$ cat config.mk
export PLATFORM = sky130hd
export DESIGN_NAME = ulpi_stream_packer_flat
export DESIGN_NICKNAME = d
export VERILOG_FILES = /design/src/rtl/ulpi_stream_packer_if.sv /design/src/rtl/ulpi_stream_packer.sv /design/src/flat_wrapper.sv
export SDC_FILE = /design/constraint.sdc
export NUM_CORES = 1
export LEC_CHECK = 0
export CAP_MARGIN = 30
export CORE_MARGIN = 3
export CORE_UTILIZATION = 50
export CTS_CLUSTER_DIAMETER = 200
export DETAILED_ROUTE_END_ITERATION = 10
export MAX_ROUTING_LAYER = met4
export PLACE_DENSITY_LB_ADDON = 0.15
export SETUP_SLACK_MARGIN = 0.4
export SYNTH_ARGS = -nofsm -noshare
export SYNTH_HDL_FRONTEND = slang
export SYNTH_SLANG_ARGS = --single-unit
$ cat constraint.sdc
create_clock -name CLK -period 2.5 [get_ports CLK]
set_input_delay 0.625 -clock CLK [delete_from_list [all_inputs] [get_ports CLK]]
set_output_delay 0.625 -clock CLK [all_outputs]
set_load 0.01 [all_outputs]
$ cat src/rtl/ulpi_stream_packer_if.sv
// rtl/ulpi_stream_packer_if.sv - ULPI receive item input and escaped byte output bundle for ulpi_stream_packer
interface ulpi_stream_packer_if;
    logic [7:0] IN_DATA;
    logic       IN_RXCMD;
    logic       IN_VALID;
    logic       IN_READY;
    logic [7:0] OUT_DATA;
    logic       OUT_WR;
    logic       OUT_HAVE_SPACE;
    logic       OVERFLOW;

    modport master (
        output IN_DATA, IN_RXCMD, IN_VALID, OUT_HAVE_SPACE,
        input  IN_READY, OUT_DATA, OUT_WR, OVERFLOW
    );

    modport slave (
        input  IN_DATA, IN_RXCMD, IN_VALID, OUT_HAVE_SPACE,
        output IN_READY, OUT_DATA, OUT_WR, OVERFLOW
    );
endinterface

$ cat src/rtl/ulpi_stream_packer.sv
// rtl/ulpi_stream_packer.sv - FIFO-buffered ULPI data/RXCMD to escaped byte stream packer
// Define ULPI_STREAM_PACKER_OVF_MARKER_EN to emit an ESC,02 marker after dropped input items.
module ulpi_stream_packer #(
    parameter int         FIFO_DEPTH_LOG2 = 4,
    parameter logic [7:0] ESC_BYTE        = 8'hA0
) (
    input logic              CLK,
    input logic              RST,
    ulpi_stream_packer_if.slave bus
);
    localparam int DEPTH = 1 << FIFO_DEPTH_LOG2;
    localparam logic [FIFO_DEPTH_LOG2:0] PTR_ONE = {{FIFO_DEPTH_LOG2{1'b0}}, 1'b1};

    typedef enum logic [2:0] {
        IDLE,
        DATA,
        ESC_HDR,
        ESC_CODE,
        RXCMD_VAL
`ifdef ULPI_STREAM_PACKER_OVF_MARKER_EN
        , OVF_HDR,
        OVF_CODE
`endif
    } state_t;

    state_t state, next;

    logic [8:0]                 mem [DEPTH];
    logic [FIFO_DEPTH_LOG2:0]   wr_ptr, rd_ptr;
    logic                       full, empty, push, drop, pop;
    logic [8:0]                 head;
    logic                       item_rxcmd;
    logic [7:0]                 item_data;
    logic                       latch_item, load;
    logic [7:0]                 load_byte;

    assign full  = (wr_ptr[FIFO_DEPTH_LOG2] != rd_ptr[FIFO_DEPTH_LOG2]) &&
                   (wr_ptr[FIFO_DEPTH_LOG2-1:0] == rd_ptr[FIFO_DEPTH_LOG2-1:0]);
    assign empty = (wr_ptr == rd_ptr);
    // A full FIFO drops the offered item even when a pop frees a slot on the same edge.
    assign push  = bus.IN_VALID && !full;
    assign drop  = bus.IN_VALID && full;
    assign head  = mem[rd_ptr[FIFO_DEPTH_LOG2-1:0]];
    assign bus.IN_READY = !full;

    always_ff @(posedge CLK) begin
        if (push) mem[wr_ptr[FIFO_DEPTH_LOG2-1:0]] <= {bus.IN_RXCMD, bus.IN_DATA};
    end

    always_ff @(posedge CLK or posedge RST) begin
        if (RST) begin
            wr_ptr       <= '0;
            rd_ptr       <= '0;
            bus.OVERFLOW <= 1'b0;
        end else begin
            if (push) wr_ptr <= wr_ptr + PTR_ONE;
            if (pop)  rd_ptr <= rd_ptr + PTR_ONE;
            if (drop) bus.OVERFLOW <= 1'b1;
        end
    end

`ifdef ULPI_STREAM_PACKER_OVF_MARKER_EN
    logic ovf_pending, ovf_clr;

    always_ff @(posedge CLK or posedge RST) begin
        if (RST)          ovf_pending <= 1'b0;
        else if (drop)    ovf_pending <= 1'b1;
        else if (ovf_clr) ovf_pending <= 1'b0;
    end
`endif

    always_ff @(posedge CLK or posedge RST) begin
        if (RST) begin
            state      <= IDLE;
            item_rxcmd <= 1'b0;
            item_data  <= 8'h00;
        end else begin
            state <= next;
            if (latch_item) begin
                item_rxcmd <= head[8];
                item_data  <= head[7:0];
            end
        end
    end

    // The output register only changes on edges where the streamer has space, which
    // is also the edge any held byte transfers; otherwise OUT_DATA/OUT_WR hold.
    always_ff @(posedge CLK or posedge RST) begin
        if (RST) begin
            bus.OUT_WR   <= 1'b0;
            bus.OUT_DATA <= 8'h00;
        end else if (bus.OUT_HAVE_SPACE) begin
            bus.OUT_WR <= load;
            if (load) bus.OUT_DATA <= load_byte;
        end
    end

    // IDLE only peeks at the FIFO head; the item is popped when its first byte loads,
    // so an item waiting on a stalled streamer still occupies its FIFO slot.
    always_comb begin
        next       = state;
        pop        = 1'b0;
        load       = 1'b0;
        load_byte  = 8'h00;
        latch_item = 1'b0;
`ifdef ULPI_STREAM_PACKER_OVF_MARKER_EN
        ovf_clr    = 1'b0;
`endif
        case (state)
            IDLE: begin
`ifdef ULPI_STREAM_PACKER_OVF_MARKER_EN
                if (ovf_pending) next = OVF_HDR;
                else
`endif
                if (!empty) next = (head[8] || head[7:0] == ESC_BYTE) ? ESC_HDR : DATA;
            end
            DATA: begin
`ifdef ULPI_STREAM_PACKER_OVF_MARKER_EN
                if (ovf_pending) next = OVF_HDR;
                else
`endif
                if (bus.OUT_HAVE_SPACE) begin
                    load      = 1'b1;
                    load_byte = head[7:0];
                    pop       = 1'b1;
                    next      = IDLE;
                end
            end
            ESC_HDR: begin
`ifdef ULPI_STREAM_PACKER_OVF_MARKER_EN
                if (ovf_pending) next = OVF_HDR;
                else
`endif
                if (bus.OUT_HAVE_SPACE) begin
                    load       = 1'b1;
                    load_byte  = ESC_BYTE;
                    pop        = 1'b1;
                    latch_item = 1'b1;
                    next       = ESC_CODE;
                end
            end
            ESC_CODE: begin
                if (bus.OUT_HAVE_SPACE) begin
                    load      = 1'b1;
                    load_byte = item_rxcmd ? 8'h01 : 8'h00;
                    next      = item_rxcmd ? RXCMD_VAL : IDLE;
                end
            end
            RXCMD_VAL: begin
                if (bus.OUT_HAVE_SPACE) begin
                    load      = 1'b1;
                    load_byte = item_data;
                    next      = IDLE;
                end
            end
`ifdef ULPI_STREAM_PACKER_OVF_MARKER_EN
            OVF_HDR: begin
                if (bus.OUT_HAVE_SPACE) begin
                    load      = 1'b1;
                    load_byte = ESC_BYTE;
                    next      = OVF_CODE;
                end
            end
            OVF_CODE: begin
                if (bus.OUT_HAVE_SPACE) begin
                    load      = 1'b1;
                    load_byte = 8'h02;
                    ovf_clr   = 1'b1;
                    next      = IDLE;
                end
            end
`endif
            default: next = IDLE;
        endcase
    end
endmodule

$ cat src/flat_wrapper.sv
// flat-port wrapper written by rule: the top's interface ports become plain ports
module ulpi_stream_packer_flat 
#(
    parameter int         FIFO_DEPTH_LOG2 = 4,
    parameter logic [7:0] ESC_BYTE        = 8'hA0
)
  (CLK, RST, bus_IN_DATA, bus_IN_RXCMD, bus_IN_VALID, bus_OUT_HAVE_SPACE, bus_IN_READY, bus_OUT_DATA, bus_OUT_WR, bus_OVERFLOW);
  ulpi_stream_packer_if bus_i ();
  input logic CLK;
  input logic RST;
  input wire logic [$bits(bus_i.IN_DATA)-1:0] bus_IN_DATA;
  input wire logic [$bits(bus_i.IN_RXCMD)-1:0] bus_IN_RXCMD;
  input wire logic [$bits(bus_i.IN_VALID)-1:0] bus_IN_VALID;
  input wire logic [$bits(bus_i.OUT_HAVE_SPACE)-1:0] bus_OUT_HAVE_SPACE;
  output wire logic [$bits(bus_i.IN_READY)-1:0] bus_IN_READY;
  output wire logic [$bits(bus_i.OUT_DATA)-1:0] bus_OUT_DATA;
  output wire logic [$bits(bus_i.OUT_WR)-1:0] bus_OUT_WR;
  output wire logic [$bits(bus_i.OVERFLOW)-1:0] bus_OVERFLOW;
  assign bus_i.IN_DATA = bus_IN_DATA;
  assign bus_i.IN_RXCMD = bus_IN_RXCMD;
  assign bus_i.IN_VALID = bus_IN_VALID;
  assign bus_i.OUT_HAVE_SPACE = bus_OUT_HAVE_SPACE;
  assign bus_IN_READY = bus_i.IN_READY;
  assign bus_OUT_DATA = bus_i.OUT_DATA;
  assign bus_OUT_WR = bus_i.OUT_WR;
  assign bus_OVERFLOW = bus_i.OVERFLOW;
  ulpi_stream_packer #(.FIFO_DEPTH_LOG2(FIFO_DEPTH_LOG2), .ESC_BYTE(ESC_BYTE)) u_core (.CLK(CLK), .RST(RST), .bus(bus_i));
endmodule
==> results.sh, run 1 <==
export IMPL_power_frac_clock_pct=23.9
export IMPL_rrSetupSlack_ps=210
export IMPL_path_delay_family="multiplexers"
export IMPL_fin_tns_setup_ps=0
export IMPL_wirelength_um=14910
export IMPL_start_util_pct=52.35
export IMPL_area_growth_pct=27.53
export IMPL_p_sw_share_pct=31.30
export IMPL_firstDrtPassIters=5
export IMPL_dpl_cell_area_um2=7991
export IMPL_setup_slack_ps=211.7
export IMPL_ys_async_sr_fraction_pct=18.18
export IMPL_period_needed_ps=2288
export IMPL_wl_per_cell_um=21.58
export IMPL_placedCellCount=627
export IMPL_rsz0062_at_grt="true"
export IMPL_fin_util_pct=66.77
export IMPL_clkTransAtPathRegs_ps=70
export IMPL_hold_path_cell_count=1
export IMPL_worstSetupEndpointType="register"
export IMPL_grt_pass1_vias=4002
export IMPL_clkLatencyLatePin_ps=420
export IMPL_vias=3981
export IMPL_seqPwrFrac_pct=35.4
export IMPL_fin_hold_ws_ps=468.9
export IMPL_intPower_mw=7.576
export IMPL_combPwrFrac_pct=40.6
export IMPL_max_cap_violations=0
export IMPL_p_switching_mw=3.451
export IMPL_die_y_um=125.4
export IMPL_overflow=0
export IMPL_grt_max_degree=33
export IMPL_required_ps=2840
export IMPL_core_area_um2=13610
export IMPL_tightest_slew_ps=631.5
export IMPL_first_iter_violations=398
export IMPL_dieWidth_um=125.4
export IMPL_rows=42
export IMPL_ys_ff_latch=176
export IMPL_cts_buffers=17
export IMPL_status="completed"
export IMPL_cp_depth=6
export IMPL_drtAntennaViolNets=0
export IMPL_layout_common_cells="edfxtp_1 (144), buf_4 (43), mux4_2 (37), dfrtp_1 (30), nand2_1 (26)"
export IMPL_finalSetupViolCount=0
export IMPL_slowest_stage="mux4_2"
export IMPL_hold_class="reg -> reg"
export IMPL_cts_tree="built"
export IMPL_maxSlewHeadroom_pct=57.77
export IMPL_floorplan_die_area_um2=15720
export IMPL_drive_above_1_share_pct=36.12
export IMPL_fmax_mhz=437.0
export IMPL_setup_worst_path_class="reg -> reg"
export IMPL_via_per_inst=5.761
export IMPL_syn_nets=432
export IMPL_syn_inst=414
export IMPL_critPathBufInv=2
export IMPL_post_place_ws_ps=94.33
export IMPL_layout_commonest_cell="edfxtp_1"
export IMPL_grt_use_total_pct=20.19
export IMPL_p_leak_nw=3.208
export IMPL_crit_chain="buf_6 -> buf_12 -> mux4_2 -> mux4_2 -> or4_1 -> o22ai_1"
export IMPL_clockBufferDepth=2
export IMPL_nNetsFinal=520
export IMPL_slowest_delay_ps=490
export IMPL_ys_flop_type="edfxtp_1"
export IMPL_fillers=877
export IMPL_synth_edf_count=144
export IMPL_cts_sinks=176
export IMPL_power_per_cell_area_nw_per_um2=1213
export IMPL_peakVddDrop_uv=573.1
export IMPL_hold_viol=0
export IMPL_cts_root_buf="clkbuf_16"
export IMPL_power_mw=11.03
export IMPL_place_congestion=0.8262
export IMPL_syn_cell_area_um2=7126
export IMPL_htreeDepth=4
export IMPL_diodes=0
export IMPL_synth_area_per_cell_um2=17.21
export IMPL_finalInstanceArea_um2=9087
export IMPL_place_hpwl_um=9764
export IMPL_fin_worst_skew_ps=12.25
export IMPL_cp_arrival_ps=2630
export IMPL_io_pin_count=24
export IMPL_grt_pass1_wl_um=22950
export IMPL_synth_cell_types=43
export IMPL_critPathMaxFanout=8
export IMPL_path_common_cell="mux4_2"
export IMPL_antenna_found_initial=0
export IMPL_drc=0
export IMPL_port_buffers=23
export IMPL_hold_buffers=0
export IMPL_cp_start_kind="register"
export IMPL_fin_cells=691
export IMPL_yosysWarnings=0
export IMPL_fin_crit_sh_pct=91.53
export IMPL_r2r_worst_path_cells=6
export IMPL_synth_yosys_seq_area_share_pct=71.92
export IMPL_slew_violations=0
[area by class of cell]
class,count,area [um2],share of cell area (%)
flip-flops and latches,176,5127,56.42
multi-input cells,207,2107,23.19
repair buffers,92,1011,11.12
clock buffers,17,425.4,4.681
well taps,176,220.2,2.423
clock inverters,15,166.4,1.831
inverters,8,30.03,0.3304
[layer usage]
layer  vias to the layer above  global-route usage (%)  part of all wire [%]
li1                       1796                       -                     -
met1                      2048                   27.91                    44
met2                       115                   30.28                    48
met3                        22                   4.733                   5.9
met4                         0                   6.378                   1.9
met5                         -                       -                     0
[worst reg2reg max path: cells and delay by family, from the launching register on]
family,cells,cell delay (ps)
AND/OR/NAND/NOR,1,400
multiplexers,2,980
buffers and inverters,2,260
flip-flops,1,390
AO/OA/AOI/OAI,1,180
[logic make-up after synthesis]
group           synth area share [%]
compound gates                 3.846
xor+xnor                       1.598
fa+ha+maj                     0.8780
buf+inv                        1.949
flops                          71.92
mux                            13.40
simple gates                   6.409
[Yosys cell counts, types with 2 or more instances]
library cell  number  share of area, %
and3_1             4              0.35
buf_6              2              0.32
inv_1              7              0.37
nand2b_1           5              0.44
buf_1              2              0.11
clkbuf_1          13              0.68
buf_2              6              0.42
nor2b_1            6              0.53
a21oi_1           10              0.70
mux2_2             8               1.3
and2_1             2              0.18
nor2_1            19               1.0
ha_1               5              0.88
nor3_1            10              0.70
o22ai_1            6              0.53
edfxtp_1         144                61
mux4_2            37                12
xor2_1             6              0.74
dfrtp_1           32                11
a22oi_1            5              0.53
nand3_1            7              0.49
nand2_1           30               1.6
o21ai_1           17               1.2
mux2i_1            2              0.28
nand4_1            5              0.44
xnor2_1            7              0.86
[state kept, by name, indices dropped and copies added, names as in the netlist]
| name | flops |
|---|---|
| u_core.wr_ptr | 5 |
| u_core.bus.OVERFLOW | 1 |
| u_core.bus.OUT_WR | 1 |
| u_core.mem | 144 |
| u_core.state | 3 |
| u_core.rd_ptr | 5 |
| u_core.bus.OUT_DATA | 8 |
| u_core.item_rxcmd | 1 |
| u_core.item_data | 8 |
[power groups by stage]
| stage | sequential [mW] | clock (mW) | combinational, mW |
|---|---|---|---|
| after global placement | 3.95 | 0 | 3.51 |
| after detailed placement | 3.97 | 0 | 3.55 |
| final | 3.91 | 2.64 | 4.48 |
| after global routing | 3.96 | 2.83 | 4.80 |
| after floorplan | 3.88 | 0 | 2.42 |
| after CTS | 3.90 | 2.67 | 3.99 |
[worst paths after layout]
kind | endpoint | startpoint
min reg2reg | u_core.bus.OVERFLOW$_DFFE_PP0P_ | u_core.bus.OVERFLOW$_DFFE_PP0P_
max | u_core.state[0]$_DFFE_PP0P_ | u_core.rd_ptr[0]$_DFFE_PP0P_
max in group asynchronous | u_core.rd_ptr[1]$_DFFE_PP0P_ | RST
max reg2reg | u_core.state[0]$_DFFE_PP0P_ | u_core.rd_ptr[0]$_DFFE_PP0P_
min in group asynchronous | u_core.bus.OVERFLOW$_DFFE_PP0P_ | RST
min | u_core.bus.OVERFLOW$_DFFE_PP0P_ | u_core.bus.OVERFLOW$_DFFE_PP0P_
[repair_timing]
action,in CTS,in global routing
gates cloned,1,1
buffers inserted,18,12
pin swaps,13,19
gates resized for setup,13,26
endpoints found under the setup margin,84,89
No activity file was read; power rests on OpenSTA's default activity.
==> inputs of run 2 (changes only) <==
--- a/config.mk
+++ b/config.mk
@@ -13,6 +13,7 @@
 export MAX_ROUTING_LAYER = met4
 export PLACE_DENSITY_LB_ADDON = 0.15
 export SETUP_SLACK_MARGIN = 0.4
+export SLEW_MARGIN = 20
 export SYNTH_ARGS = -nofsm -noshare
 export SYNTH_HDL_FRONTEND = slang
 export SYNTH_SLANG_ARGS = --single-unit
==> results of run 2 <==
Final layout, timing and power as in run 1 (identical DEF).
